## src/rtl/dma_priority_arb_pkg.sv

```systemverilog
// Shared types and constants for the DMA request/priority stage.
// Optional feature macro: DMA_SW_REQ_EN (software request path).
package dma_priority_arb_pkg;

  localparam int NUM_DMA_CH = 4;

  // Polarity select values for the command register sense bits
  localparam logic DREQ_HIGH = 1'b0;
  localparam logic DREQ_LOW  = 1'b1;
  localparam logic DACK_LOW  = 1'b0;
  localparam logic DACK_HIGH = 1'b1;

  typedef enum logic [1:0] {
    CH0_SEL = 2'd0,
    CH1_SEL = 2'd1,
    CH2_SEL = 2'd2,
    CH3_SEL = 2'd3
  } CHANNEL_SELECT_e;

  // Arbiter states kept as plain constants so legacy code can compare raw codes
  typedef logic [1:0] ARB_STATE_e;
  localparam ARB_STATE_e A_IDLE  = 2'd0;
  localparam ARB_STATE_e A_REQ   = 2'd1;
  localparam ARB_STATE_e A_GRANT = 2'd2;

  // Search from 'start' upward with wrap 3->0; first set request wins.
  // Walking the offsets from the far end lets the nearest hit overwrite.
  function automatic logic [1:0] pick_winner(input logic [NUM_DMA_CH-1:0] req,
                                             input logic [1:0] start);
    logic [1:0] idx;
    logic [1:0] pick;
    pick = start;
    for (int k = NUM_DMA_CH - 1; k >= 0; k--) begin
      idx = start + 2'(k);
      if (req[idx]) pick = idx;
    end
    return pick;
  endfunction

endpackage

```

## src/rtl/dma_priority_arb_req_sync.sv

```systemverilog
// Multi-stage synchronizer for the asynchronous DREQ pins.
module dma_req_sync #(
  parameter int WIDTH       = 4,
  parameter int SYNC_STAGES = 2
) (
  input  logic             clk,
  input  logic             reset_n,
  input  logic [WIDTH-1:0] d,
  output logic [WIDTH-1:0] q
);

  logic [WIDTH-1:0] stg [SYNC_STAGES];

  // Shift each pin through the flop chain; cleared on reset
  always_ff @(posedge clk or negedge reset_n) begin
    if (!reset_n) begin
      for (int i = 0; i < SYNC_STAGES; i++) stg[i] <= '0;
    end else begin
      stg[0] <= d;
      for (int i = 1; i < SYNC_STAGES; i++) stg[i] <= stg[i-1];
    end
  end

  assign q = stg[SYNC_STAGES-1];

endmodule

```

## src/rtl/dma_priority_arb.sv

```systemverilog
// DMA request conditioning, priority resolution and HRQ/HLDA handshake.
// Delivers a frozen channel select and DACK to the timing FSM per service.
// Optional feature macro: DMA_SW_REQ_EN (include sw_req in the request set).
//
// state   | meaning
// A_IDLE  | no service pending; raise hrq when an enabled request appears
// A_REQ   | hrq high, winner tracked every cycle, waiting for hlda
// A_GRANT | channel frozen, dack active, waiting for svc_done or hlda loss
module dma_priority_arb
  import dma_priority_arb_pkg::*;
#(
  parameter int NUM_CH      = 4,
  parameter int SYNC_STAGES = 2
) (
  input  logic              clk,
  input  logic              reset_n,
  input  logic [NUM_CH-1:0] dreq,
  input  logic              cmd_dreq_sense,
  input  logic              cmd_dack_sense,
  input  logic              cmd_rot_pri,
  input  logic              cmd_ctrl_dis,
  input  logic [NUM_CH-1:0] mask,
  input  logic [NUM_CH-1:0] sw_req,
  input  logic              hlda,
  input  logic              svc_done,
  output logic              hrq,
  output logic [1:0]        ch_sel,
  output logic              ch_valid,
  output logic [NUM_CH-1:0] dack
);

  logic [NUM_CH-1:0] sync_dreq;
  logic [NUM_CH-1:0] hw_req;
  logic [NUM_CH-1:0] eff;
  logic [NUM_CH-1:0] dack_int;
  ARB_STATE_e        state;
  logic [1:0]        ptr;
  logic [1:0]        winner;
  CHANNEL_SELECT_e   sel_q;

  dma_req_sync #(
    .WIDTH      (NUM_CH),
    .SYNC_STAGES(SYNC_STAGES)
  ) u_req_sync (
    .clk    (clk),
    .reset_n(reset_n),
    .d      (dreq),
    .q      (sync_dreq)
  );

  assign hw_req = (sync_dreq ^ {NUM_CH{cmd_dreq_sense}}) & ~mask;

`ifdef DMA_SW_REQ_EN
  // Software requests skip both the mask and the synchronizer
  assign eff = hw_req | sw_req;
`else
  logic unused_sw_req;
  assign unused_sw_req = ^sw_req;
  assign eff = hw_req;
`endif

  // Fixed mode always searches from channel 0
  assign winner = pick_winner(eff, cmd_rot_pri ? ptr : 2'd0);

  // Arbitration handshake and grant freeze
  always_ff @(posedge clk or negedge reset_n) begin
    if (!reset_n) begin
      state    <= A_IDLE;
      hrq      <= 1'b0;
      ch_valid <= 1'b0;
      sel_q    <= CH0_SEL;
      dack_int <= '0;
      ptr      <= 2'd0;
    end else begin
      case (state)
        A_IDLE: begin
          // Also drops an hrq left high after svc_done once requests vanish
          hrq <= (|eff) && !cmd_ctrl_dis;
          if ((|eff) && !cmd_ctrl_dis) state <= A_REQ;
        end
        A_REQ: begin
          if (!(|eff)) begin
            hrq   <= 1'b0;
            state <= A_IDLE;
          end else if (hlda) begin
            sel_q    <= CHANNEL_SELECT_e'(winner);
            ch_valid <= 1'b1;
            dack_int <= NUM_CH'(1) << winner;
            state    <= A_GRANT;
          end
        end
        A_GRANT: begin
          // svc_done has precedence over a simultaneous hlda fall
          if (svc_done) begin
            ch_valid <= 1'b0;
            dack_int <= '0;
            hrq      <= (|eff) && !cmd_ctrl_dis;
            if (cmd_rot_pri) ptr <= sel_q + 2'd1;
            state    <= A_IDLE;
          end else if (!hlda) begin
            ch_valid <= 1'b0;
            dack_int <= '0;
            hrq      <= 1'b0;
            state    <= A_IDLE;
          end
        end
        default: begin
          state    <= A_IDLE;
          hrq      <= 1'b0;
          ch_valid <= 1'b0;
          dack_int <= '0;
        end
      endcase
    end
  end

  assign ch_sel = sel_q;
  assign dack   = dack_int ^ {NUM_CH{~cmd_dack_sense}};

endmodule

```

## config.mk

```make
export PLATFORM = sky130hd
export DESIGN_NAME = dma_priority_arb
export DESIGN_NICKNAME = d
export VERILOG_FILES = /design/src/rtl/dma_priority_arb_pkg.sv /design/src/rtl/dma_priority_arb_req_sync.sv /design/src/rtl/dma_priority_arb.sv
export SDC_FILE = /design/constraint.sdc
export NUM_CORES = 1
export LEC_CHECK = 0
export CORE_ASPECT_RATIO = 0.9
export CORE_UTILIZATION = 35
export DETAILED_ROUTE_END_ITERATION = 16
export GPL_ROUTABILITY_DRIVEN = 0
export PLACE_DENSITY = 0.57
export SLEW_MARGIN = 20
export SYNTH_ARGS = -nofsm -noshare
export SYNTH_HDL_FRONTEND = slang
export SYNTH_SLANG_ARGS = --single-unit
```

## constraint.sdc

```tcl
create_clock -name clk -period 2.5 [get_ports clk]
set_input_delay 0.5 -clock clk [delete_from_list [all_inputs] [get_ports clk]]
set_output_delay 0.5 -clock clk [all_outputs]
set_load 0.05 [all_outputs]
```

Yosys cells after proc, flatten, opt, wreduce, memory -nomap -nowiden
Cells that the tools add are included.
{"block": "classes", "add_sub_neg": 4, "multipliers": 0, "div_mod_pow": 0, "magnitude_cmp": 4, "eq_ne": 8, "n_shift": 1, "muxes": 32, "bitwise": 6, "reduce_logical": 9}
{"cell": "$mux W2", "n": 10}
{"cell": "$mux W4", "n": 4}
{"cell": "$lt A2 B3 Y1 const B", "n": 4}
{"cell": "$pmux W4 S3", "n": 1}
{"cell": "$mux W1", "n": 10}
{"cell": "$reduce_and A3 Y1", "n": 3}
{"cell": "$bmux W1 S2", "n": 4}
{"cell": "$ne A2 B2 Y1 const B", "n": 4}
{"cell": "$xor A4 B4 Y4", "n": 2}
{"cell": "$ne A3 B3 Y1 const B", "n": 2}
{"cell": "$pmux W1 S3", "n": 2}
{"cell": "$pmux W2 S3", "n": 1}
{"cell": "$add A2 B1 Y2 const B", "n": 2}
{"cell": "$add A2 B2 Y2 const B", "n": 2}
{"cell": "$and A4 B4 Y4", "n": 1}
{"cell": "$not A4 Y4", "n": 1}
{"cell": "$reduce_and A4 Y1", "n": 1}
{"cell": "$reduce_or A4 Y1", "n": 1}
{"cell": "$shl A1 B2 Y4 const A", "n": 1}
{"cell": "$eq A2 B1 Y1 const B", "n": 1}
{"cell": "$eq A2 B2 Y1 const B", "n": 1}
{"cell": "$logic_not A2 Y1", "n": 1}
{"cell": "$not A1 Y1", "n": 2}
{"cell": "$reduce_and A2 Y1", "n": 1}
{"cell": "2 further kinds", "n": 2}
{"block": "totals", "regBits": 20, "latch_bits": 0, "ram_bits": 0, "romBits": 0, "inputBits": 20, "wordCells": 72, "memories": 0}

Longest topological paths before layout
{"block": "depth", "word_depth": 12, "mapped_depth": 7, "mapped_depth_nobuf": 6}

Modules after synthesis
A second synthesis with hierarchy kept.
{"block": "unflattened", "cells_unflattened": 130, "area_unflattened_um2": 1265.0}
{"mod": "dma_priority_arb", "n_inst": 1, "cells_each": 118, "area_each_um2": 1034.7, "seq_area_each_um2": 300.3}
{"mod": "dma_req_sync", "n_inst": 1, "cells_each": 12, "area_each_um2": 230.2, "seq_area_each_um2": 200.2}

Worst setup path before layout
OpenSTA, ideal clock, no wires.
{"block": "synth_timing", "kind": "input port to output port", "start": "input port cmd_dack_sense", "end": "output port dack[0]", "arrival_time_ns": 1.504, "setup_slack_ns": 0.496, "cell_stages": 2, "n_path_buf": 1, "path_cell_list": "clkbuf_1 xnor2_1"}
{"block": "synth_between", "elab_chain_cells": 2}
{"item": "start, declared", "line": "dma_priority_arb.sv:19", "source": "input logic cmd_dack_sense,"}
{"item": "$not A1 Y1", "line": "dma_priority_arb.sv:118", "source": "assign dack = dack_int ^ {NUM_CH{~cmd_dack_sense}};"}
{"item": "$xor A4 B4 Y4", "line": "dma_priority_arb.sv:118"}
{"item": "end, declared", "line": "dma_priority_arb.sv:29", "source": "output logic [NUM_CH-1:0] dack"}
No other way between the ends.

Worst setup path in the final report
{"block": "layout_timing", "start": "input port cmd_dreq_sense", "end": "register dack_int[1]"}
{"block": "layout_between", "elab_chain_cells": 12}
{"item": "start, declared", "line": "dma_priority_arb.sv:18", "source": "input logic cmd_dreq_sense,"}
{"item": "$xor A4 B4 Y4 (*)", "line": "dma_priority_arb.sv:51", "source": "assign hw_req = (sync_dreq ^ {NUM_CH{cmd_dreq_sense}}) & ~mask;"}
{"item": "$and A4 B4 Y4 (*)", "line": "dma_priority_arb.sv:51"}
{"item": "$bmux W1 S2", "line": "dma_priority_arb_pkg.sv:35", "source": "if (req[idx]) pick = idx;"}
{"item": "$mux W1 (implied by the code)", "line": "dma_priority_arb_pkg.sv:35"}
{"item": "$mux W2 (4 in series)", "line": "dma_priority_arb_pkg.sv:35"}
{"item": "$shl A1 B2 Y4", "line": "dma_priority_arb.sv:88", "source": "dack_int <= NUM_CH'(1) << winner;"}
{"item": "$mux W4", "line": "dma_priority_arb.sv:85", "source": "end else if (hlda) begin"}
{"item": "$mux W4", "line": "dma_priority_arb.sv:82", "source": "if (!(|eff)) begin"}
{"item": "$pmux W4 S3", "line": "dma_priority_arb.sv:75", "source": "case (state)"}
{"item": "end signal, assigned", "line": "dma_priority_arb.sv:88"}
{"item": "end, declared", "line": "dma_priority_arb.sv:35", "source": "logic [NUM_CH-1:0] dack_int;"}
Mark *: on every way between the ends. The rest lies on a longest branch, timed or not. The select of a mux whose other input is x is not followed.
A chain may end at the register's enable or synchronous reset.

==> reports/results.ini <==
[run_status]
outcome=finished clean

[job]
cap_violations=0

[synth]
synth-edff-count=0
async_flop_share_pct=100
avgSynthCellArea_um2=10.4
syn_area_um2=1130
ys.flop_type=dfrtp_1
ys_warn_count=0
yosysUniqueCellTypes=43
syn_inst=109
synth_seq_cells=20
syn_nets=129
seq_area_frac_synth_pct=44.1

[setup_path]
reg2reg_from=ptr[0]$_DFFE_PN0P_
end_kind=flop
crit_fanout=10
start_kind=input port
cpPeakStageDelay_ns=0.44
rrSetupSlack_ns=0.69
path_cells=clkdlybuf4s50_1, buf_12, xnor2_2, or2_1, mux2i_1, a222oi_1, a31oi_1, a22o_1
cp.arrival_ns=2.32
worst-r2r-cell-count=6
cp_slowest_cell=clkdlybuf4s50_1
critPathKind=in -> reg
required_ns=2.70
rr_endpoint=dack_int[1]$_DFFE_PN0P_

[grt]
grt_pass1_vias=861
grt_max_degree=21
overflow=0
grt_pass1_wl_mm=3.71
antenna_found_initial=0
grtUsageTotal_pct=14.6

[clock_tree]
clkSlewWorstSetupHoldPaths_ns=0.12
hold_buffers=0
cts_buffers=3
htreeDepth=1
clk_latency_ns=0.30
post-cts-setup-buffer-count=0
cts_tree=built
clockRootBuffer=clkbuf_4
cts_resized=0
cts_max_path_buffers=2
numClockSinks=20

[route]
vias=904
routed_wl_mm=2.20
drc=0
wl_per_cell_um=12.4
drtIter0Drc=31
vias_per_cell=5.11
dr.pass1.iters=4
postRouteAntennaNets=0

[place]
dp_hpwl_mm=1.67
dpl-instance-area_um2=1470
port_buffers=23

[hold_path]
min_path_cells=0
worstHoldStart=u_req_sync.stg[7]$_DFF_PN0_
min_to=u_req_sync.q[3]$_DFF_PN0_
hold_path_class=reg -> reg

[timing]
timing.final.crit_share_pct=84.7
worst_slew_pin_slew_ns=0.494
setup_viol=0
fmax_mhz=472
fin_tns_setup_ns=0
hold_violations=0
rsz0062_at_grt=no
fin_skew_ns=0.0102
fin_crit_ns=2.12
max-slew-margin-rel_pct=67.0
final_max_slew_viol_count=0

[die]
io_pins=28
die_w_um=62.0
initial_utilization_pct=37.0
core_um2=3070
rows=19
die_y_um=56.0
dieArea_um2=3470

[pwr]
power_density_nw_per_um2=938
p_leak_nw=0.634
ir_drop_mv=0.422

[finish]
drive_above_1_share_pct=15.6
fin_nets=156
area_delta_synth_final_pct=32.6
diodes=0
finalInstanceArea_um2=1510

cell usage after synthesis, drive strengths merged, types with 2 or more instances:
library cell / instances / area (um^2)
a22o: 2 / 17.5
buf: 2 / 16.3
xor2: 2 / 17.5
nor2b: 4 / 32.5
dfrtp: 20 / 500
a21oi: 4 / 23.8
clkbuf: 2 / 7.51
nor3: 2 / 10.0
inv: 3 / 11.3
o22ai: 3 / 18.8
mux2i: 3 / 30.0
nand2b: 4 / 25.0
nand2: 13 / 48.8
xnor2: 8 / 85.1
or2: 2 / 15.0
o21ai: 11 / 55.1
nor2: 6 / 46.3
cell type report:
class	instances	area [um^2]
Inverter	3	11.3
Tap cell	42	52.6
Sequential cell	20	500
Multi-Input combinational cell	82	599
Clock buffer	4	36.3
Timing Repair Buffer	26	305
Fill cell	278	1560
report_power, final:
part,total [mW],switching (mW),internal (mW)
combinational,0.726,0.398,0.328
clock,0.186,0.0969,0.0887
sequential,0.500,0.0964,0.404
flip-flops by register name, indices dropped and copies added, names as in the netlist:
signal          flops
ch_sel              2
ch_valid            1
dack_int            4
hrq                 1
ptr                 2
state               2
u_req_sync.q        4
u_req_sync.stg      4
per-stage QoR:
| step | hold WS (ns) | util (%) | worst slack (ns) | power, mW | cells |
|---|---|---|---|---|---|
| floorplan | 0.204 | - | 0.496 | 0.956 | 109 |
| global placement | 0.332 | 47.9 | 0.114 | 1.22 | 173 |
| detailed placement | 0.336 | 47.9 | 0.105 | 1.24 | 173 |
| CTS | 0.362 | 49.1 | 0.434 | 1.43 | 177 |
| global route | 0.366 | 49.1 | 0.326 | 1.51 | 177 |
| finish | 0.359 | 49.1 | 0.381 | 1.41 | 177 |
kinds of logic after synthesis:
group / after synthesis / synth area share, %
multiplexers: 3 / 2.65
buffers and inverters: 7 / 3.09
AO/OA/AOI/OAI: 33 / 22.1
AND/OR/NAND/NOR: 36 / 19.1
flip-flops: 20 / 44.1
XOR/XNOR: 10 / 9.04
layout by cell type, fill, tap and decap left out, types with 2 or more instances in the layout:
cell and count:
o21ai_0 7, clkbuf_4 3, nor3_1 2, xnor2_2 2, mux2i_1 3, nor2_1 4, dfrtp_1 20, buf_12 5
o21ai_1 4, buf_4 2, clkdlybuf4s50_1 19, nor2b_1 3, inv_1 3, xor2_1 2, nand2_1 13, xnor2_1 6
a22o_1 2, nand2b_1 4, a21oi_1 3, o22ai_1 3
critical path: cells and delay by family:
family | cells | cell delay (ns)
and+or+nand+nor | 1 | 0.18
AOI/OAI and AO/OA | 3 | 0.73
muxes | 1 | 0.09
buffers and inverters | 2 | 0.60
xor gates and xnor gates | 1 | 0.21
how the worst max path moves through the flow:
stage	startpoint	end	slack (ns)	depth (start not counted)
floorplan	cmd_dack_sense	dack[0]	0.50	2
global placement	cmd_dreq_sense	dack_int[0]$_DFFE_PN0P_	0.11	7
detailed placement	cmd_dreq_sense	ch_sel[1]$_DFFE_PN0P_	0.10	7
CTS	cmd_dreq_sense	dack_int[0]$_DFFE_PN0P_	0.43	7
global route	cmd_dreq_sense	dack_int[1]$_DFFE_PN0P_	0.33	8
finish	cmd_dreq_sense	dack_int[1]$_DFFE_PN0P_	0.38	8
layer usage:
| metal | wire length, um | track usage, % |
|---|---|---|
| met5 | 0 | 0 |
| met4 | 39 | 7.62 |
| met3 | 93 | 2.79 |
| met2 | 1080 | 22.3 |
| met1 | 991 | 19.1 |
Note: power is estimated with default switching activity, not from simulation.
